## config.mk

```make
export PLATFORM = sky130hd
export DESIGN_NAME = datapath
export DESIGN_NICKNAME = d
export VERILOG_FILES = /design/src/rtl/datapath.sv
export SDC_FILE = /design/constraint.sdc
export NUM_CORES = 2
export LEC_CHECK = 0
export CAP_MARGIN = 20
export CORE_UTILIZATION = 55
export DETAILED_ROUTE_END_ITERATION = 6
export GPL_TIMING_DRIVEN = 0
export PLACE_DENSITY_LB_ADDON = 0.08
export SKIP_LAST_GASP = 1
export SLEW_MARGIN = 20
export SYNTH_ARGS = -nofsm -noshare
export SYNTH_HDL_FRONTEND = slang
export SYNTH_SLANG_ARGS = --single-unit
export TNS_END_PERCENT = 100
```

## constraint.sdc

```tcl
create_clock -name clock -period 6.22 [get_ports clock]
set_input_delay 1.244 -clock clock [delete_from_list [all_inputs] [get_ports clock]]
set_output_delay 1.244 -clock clock [all_outputs]
set_load 0.05 [all_outputs]
```

## src/rtl/datapath.sv

```systemverilog
// ============================================================================
// datapath -- 32-bit bus-based register file, ALU and 64-bit Z result register.
// Optional multiply/divide: define DATAPATH_MULDIV_EN.  Rev 1.0
// ============================================================================
`default_nettype none

module datapath (
  input  logic        clock,
  input  logic        clear,
  input  logic        R0in,  R1in,  R2in,  R3in,  R4in,  R5in,  R6in,  R7in,
  input  logic        R8in,  R9in,  R10in, R11in, R12in, R13in, R14in, R15in,
  input  logic        PCin,
  input  logic        HIin,
  input  logic        LOin,
  input  logic        Zin,
  input  logic        MARin,
  input  logic        MDRin,
  input  logic        Yin,
  input  logic        InPortIn,
  input  logic        R0out,  R1out,  R2out,  R3out,  R4out,  R5out,  R6out,  R7out,
  input  logic        R8out,  R9out,  R10out, R11out, R12out, R13out, R14out, R15out,
  input  logic        PCout,
  input  logic        HIout,
  input  logic        LOout,
  input  logic        ZHighOut,
  input  logic        ZLowOut,
  input  logic        MDRout,
  input  logic        InPortOut,
  input  logic        incPC,
  input  logic        read,
  input  logic [4:0]  opcode,
  input  logic [31:0] Mdatain,
  output logic [31:0] BusMuxOut
);

  localparam int unsigned NUM_GPR = 16;

  localparam logic [4:0] OP_ADD  = 5'b00011;
  localparam logic [4:0] OP_SUB  = 5'b00100;
  localparam logic [4:0] OP_AND  = 5'b00101;
  localparam logic [4:0] OP_OR   = 5'b00110;
  localparam logic [4:0] OP_SHR  = 5'b00111;
  localparam logic [4:0] OP_SHRA = 5'b01000;
  localparam logic [4:0] OP_SHL  = 5'b01001;
  localparam logic [4:0] OP_ROR  = 5'b01010;
  localparam logic [4:0] OP_ROL  = 5'b01011;
  localparam logic [4:0] OP_NEG  = 5'b10001;
  localparam logic [4:0] OP_NOT  = 5'b10010;

  logic [NUM_GPR-1:0] gpr_in;
  logic [NUM_GPR-1:0] gpr_out;
  logic [31:0]        gpr [NUM_GPR];

  logic [31:0] pc, hi, lo, y, mar, mdr, in_port;
  logic [63:0] z;
  logic [31:0] bus;
  logic [63:0] alu_result;

  assign gpr_in  = {R15in, R14in, R13in, R12in, R11in, R10in, R9in, R8in,
                    R7in,  R6in,  R5in,  R4in,  R3in,  R2in,  R1in, R0in};
  assign gpr_out = {R15out, R14out, R13out, R12out, R11out, R10out, R9out, R8out,
                    R7out,  R6out,  R5out,  R4out,  R3out,  R2out,  R1out, R0out};

  // Lowest-priority source is assigned first so later assignments win.
  always_comb begin
    bus = '0;
    if (InPortOut) bus = in_port;
    if (MDRout)    bus = mdr;
    if (PCout)     bus = pc;
    if (ZLowOut)   bus = z[31:0];
    if (ZHighOut)  bus = z[63:32];
    if (LOout)     bus = lo;
    if (HIout)     bus = hi;
    for (int i = NUM_GPR - 1; i >= 0; i--) begin
      if (gpr_out[i]) bus = gpr[i];
    end
  end

  assign BusMuxOut = bus;

  // ---------------------------------------------------------------- ALU ----
  logic [4:0]  shamt;
  logic [32:0] sum_ext;
  logic [32:0] diff_ext;
  logic [31:0] sra;
  logic [63:0] ror_wide;
  logic [63:0] rol_wide;

  assign shamt    = bus[4:0];
  assign sum_ext  = {1'b0, y} + {1'b0, bus};
  assign diff_ext = {1'b0, y} - {1'b0, bus};
  assign sra      = $signed(y) >>> shamt;
  assign ror_wide = {y, y} >> shamt;
  assign rol_wide = {y, y} << shamt;

`ifdef DATAPATH_MULDIV_EN
  localparam logic [4:0] OP_MUL = 5'b01111;
  localparam logic [4:0] OP_DIV = 5'b10000;

  logic [63:0] product;
  logic [31:0] quotient;
  logic [31:0] remainder;

  assign product = $signed({{32{y[31]}}, y}) * $signed({{32{bus[31]}}, bus});

  // Zero divisor yields zero; the single overflowing case wraps explicitly.
  always_comb begin
    quotient  = '0;
    remainder = '0;
    if (bus == 32'd0) begin
      quotient  = '0;
      remainder = '0;
    end else if (y == 32'h8000_0000 && bus == 32'hFFFF_FFFF) begin
      quotient  = y;
      remainder = '0;
    end else begin
      quotient  = $signed(y) / $signed(bus);
      remainder = $signed(y) % $signed(bus);
    end
  end
`endif

  always_comb begin
    alu_result = '0;
    case (opcode)
      OP_ADD:  alu_result = {31'b0, sum_ext};
      OP_SUB:  alu_result = {31'b0, diff_ext};
      OP_AND:  alu_result = {32'b0, y & bus};
      OP_OR:   alu_result = {32'b0, y | bus};
      OP_SHR:  alu_result = {32'b0, y >> shamt};
      OP_SHRA: alu_result = {32'b0, sra};
      OP_SHL:  alu_result = {32'b0, y << shamt};
      OP_ROR:  alu_result = {32'b0, ror_wide[31:0]};
      OP_ROL:  alu_result = {32'b0, rol_wide[63:32]};
      OP_NEG:  alu_result = {32'b0, 32'd0 - bus};
      OP_NOT:  alu_result = {32'b0, ~bus};
`ifdef DATAPATH_MULDIV_EN
      OP_MUL:  alu_result = product;
      OP_DIV:  alu_result = {remainder, quotient};
`endif
      default: alu_result = '0;
    endcase
  end

  // ---------------------------------------------------------- registers ----
  for (genvar g = 0; g < NUM_GPR; g++) begin : g_gpr
    always_ff @(posedge clock or negedge clear) begin
      if (!clear)         gpr[g] <= '0;
      else if (gpr_in[g]) gpr[g] <= bus;
    end
  end

  always_ff @(posedge clock or negedge clear) begin
    if (!clear)     pc <= '0;
    else if (incPC) pc <= pc + 32'd1;
    else if (PCin)  pc <= bus;
  end

  always_ff @(posedge clock or negedge clear) begin
    if (!clear) begin
      hi      <= '0;
      lo      <= '0;
      y       <= '0;
      mar     <= '0;
      mdr     <= '0;
      in_port <= '0;
      z       <= '0;
    end else begin
      if (HIin)     hi      <= bus;
      if (LOin)     lo      <= bus;
      if (Yin)      y       <= bus;
      if (MARin)    mar     <= bus;
      if (MDRin)    mdr     <= read ? Mdatain : bus;
      if (InPortIn) in_port <= Mdatain;
      if (Zin)      z       <= alu_result;
    end
  end

  // MAR feeds the memory address port outside this block.
  logic unused_mar;
  assign unused_mar = ^mar;

endmodule

`default_nettype wire

```

==> run metrics <==
Setup CP Type=in2reg; DRC=31; Post-synth top cells=737 x dfrtp_1, 516 x mux2_2, 355 x nand2_1; worst-path fanout max=10; Post-DRT Antenna Nets=0; Detailed Route Iter0 Violations=9256; main combinational cell family by area after synthesis=compound AO/OA/AOI/OAI gates; CTS hold repair buffers=0; Area growth, synth to finish=22.64%; FMAX=149.0 MHz; post-route worst setup slack=-492.4 ps; Setup crit start kind=input port; Yosys top cell area share=0.4295; Power Dens Cells=458.1 nW/um^2; Pre-Repair DR Iteration Count=7; Post-Syn Area=42940 sq um; r2r setup slk=60 ps; WL per Instance=40.88 um; Pleak=0.02081 uW; Filler Cells Inserted=5678; grt total ovfl=0; CTS Sinks=737; final wirelength=241800 um; root buffer cell=clkbuf_16; part of the Yosys area used for sequential elements=0.4295; Cell Count, Final, Fillers Out=5915; syn nets=4611; xor and xnor fraction of the mapped netlist area=0.01652; mux share of post-synthesis cell area=0.1461; worst hold path class=in2async; Synth Area in Adders=0.01125; clk_skew=94.08 ps; Worst-Skew Late Latency=720 ps; share of layout cells above drive strength 1=0.2689; Yosys reg bits=737; Yosys Warn Count=0; PortBufs=86; Worst slew margin=0.08859; number of flops mapped to enable cells by yosys=0; I/O pin cnt=120; utilization after layout=0.6810; most common cell in the netlist=dfrtp_1; H-tree levels=3; num rows=102; Initial Utilization=0.5553; synthesized instance count=4485; vias in the first global route=43410; fin crit share=1.079; initial antenna violation count=22; Placer Congestion=1.196; R2R cell count=26; fin nets=4923; Crit path arrival time=7260 ps; top cell type by total area after synthesis=dfrtp_1; Least-Margin Pin Slew=1367 ps; Setup crit end kind=register; MaxCap Viol Count=0; RR Endpoint=z[31]; Post-synth top flop=dfrtp_1; endpoints failing setup=43; RSZ-0062 raised after global routing=yes; pin count of the biggest net entering global routing=101; Distinct cells, synth=95; fin area=52670 sq um; clock slew at reported path FFs=70 ps; first-pass GRT wire length=333200 um; Die Wd=281.4 um; failing checks=DRC, setup timing; placed cell areas=45820 sq um; minimum clock period=6712 ps; WHS=450.7 ps; synthesized area per cell=9.575 sq um; Slew Viols, Final=0; worst path required time=6770 ps; CTS tree=done; Synth Area in Simple Gates=0.1218; CTS max path bufs=3; reg2reg start=z[1]; Synth Area in Compound Gates=0.2298; Cells after DPL=5631; vias per cell=7.836; gr usage total=0.6037; core area=77340 sq um; Max VDD drop=0.3526 mV; HPWL after DPL=170600 um; status=finished, violations left; largest cells by area after synthesis=dfrtp_1 43%, mux2_2 14%, a21oi_1 3.5%; vias=46350; die height=281.4 um; TritonCTS Buffers=79; asr flop ratio synth=1.000; Final Hold Viols=0; die area=79200 sq um
==> through the flow <==
| stage | total power (uW) | worst slack, ps | setup TNS, ps |
|---|---|---|---|
| after global routing | 24190 | -482.5 | -4987 |
| final | 24120 | -492.4 | -8031 |
| after CTS | 22500 | -69.50 | -179.2 |
| after global placement | 16560 | -29280 | - |
| after floorplan | 12310 | -0.6724 | -0.6724 |
| after detailed placement | 16700 | -4406 | -316840 |
==> kinds of logic after synthesis <==
kind of cell,after synthesis
AOI/OAI and AO/OA,1442
and+or+nand+nor,1117
DFF,737
muxes,562
buffers and inverters,508
xor gates and xnor gates,81
adders and majority gates,38
==> critical path: stages <==
cell and delay [ps]:
clkdlybuf4s15_2 250, clkbuf_8 170, clkbuf_8 190, a221oi_4 510, nand4b_1 420, a2bb2oi_4 490, o221ai_4 230, clkinvlp_4 250
nor4_4 70, and2_1 170, clkbuf_8 150, nand2_4 70, nand2_2 70, xnor2_2 180, ha_2 220, or4_4 490
or3_4 360, o21ai_4 230, o21ai_4 110, a21oi_2 180, xor2_2 250, o21ai_2 160, a221oi_2 220, o211ai_1 120
o32a_1 400
==> layout by cell type (no fill, tap or decap), types with 27 or more instances in the layout <==
cell type	instances
dfrtp_1	737
mux2_2	516
nand2_1	344
nor2_1	314
a21oi_1	271
o21ai_0	244
clkbuf_1	219
o22ai_1	131
buf_4	130
nand3_1	118
o211ai_1	105
clkbuf_16	85
a221oi_1	85
inv_1	84
a22oi_1	61
nor2b_1	60
xnor2_1	50
clkbuf_2	47
mux2i_1	45
clkdlybuf4s50_1	43
a221o_1	41
o221ai_1	37
clkbuf_8	37
clkbuf_4	37
buf_6	33
buf_1	31
nor3_1	31
ha_1	29
o21a_1	28
buf_2	27
a211oi_1	27
==> how the worst max path moves through the flow <==
| stage | startpoint | endpoint | slack, ps | cells past startpoint |
|---|---|---|---|---|
| after floorplan | R13out | z[24] | -0.7 | 22 |
| after global placement | clear | gpr[203] | -29280 | 1 |
| after detailed placement | R13out | z[14] | -4410 | 25 |
| after CTS | R13out | z[30] | -70 | 25 |
| after global routing | R2out | z[24] | -480 | 27 |
| final | R3out | z[17] | -490 | 25 |
==> power breakdown <==
| part | internal [uW] | switching [uW] |
|---|---|---|
| registers | 6220 | 1260 |
| logic | 3720 | 7890 |
| clock network | 2830 | 2210 |
| total | 12800 | 11400 |
==> layout make-up <==
class,instances,area (sq um),area share
clock inverters,26,471.7,0.008957
plain buffers,395,2381,0.04521
flip-flops and latches,737,18440,0.3502
diodes,18,45.04,0.0008553
inverters,96,386.6,0.007341
clock buffers,115,2272,0.04314
repair buffers,248,2479,0.04706
multi-input cells,3240,24890,0.4725
well taps,1040,1301,0.02471
==> state kept, by name, summed over array words and instances (netlist names) <==
register  flops
gpr         512
hi           32
in_port      32
lo           32
mdr          32
pc           32
y            32
z            33
==> what timing repair did <==
action | 4_1_cts | 5_1_grt
buffers inserted | 115 | 25
setup endpoints to repair | 125 | 54
gates resized for setup | 686 | 130
pin swaps | 122 | 68
cloned | 3 | 0
==> per-layer routing <==
layer,share of wire,vias to the layer above,track usage
met4,0.12,34,0.5479
met1,0.32,22430,0.6912
met3,0.17,1666,0.3117
li1,-,17410,-
met5,0.0030,-,0.02564
met2,0.38,4812,0.8102
Note: power is estimated with default switching activity, not from simulation.
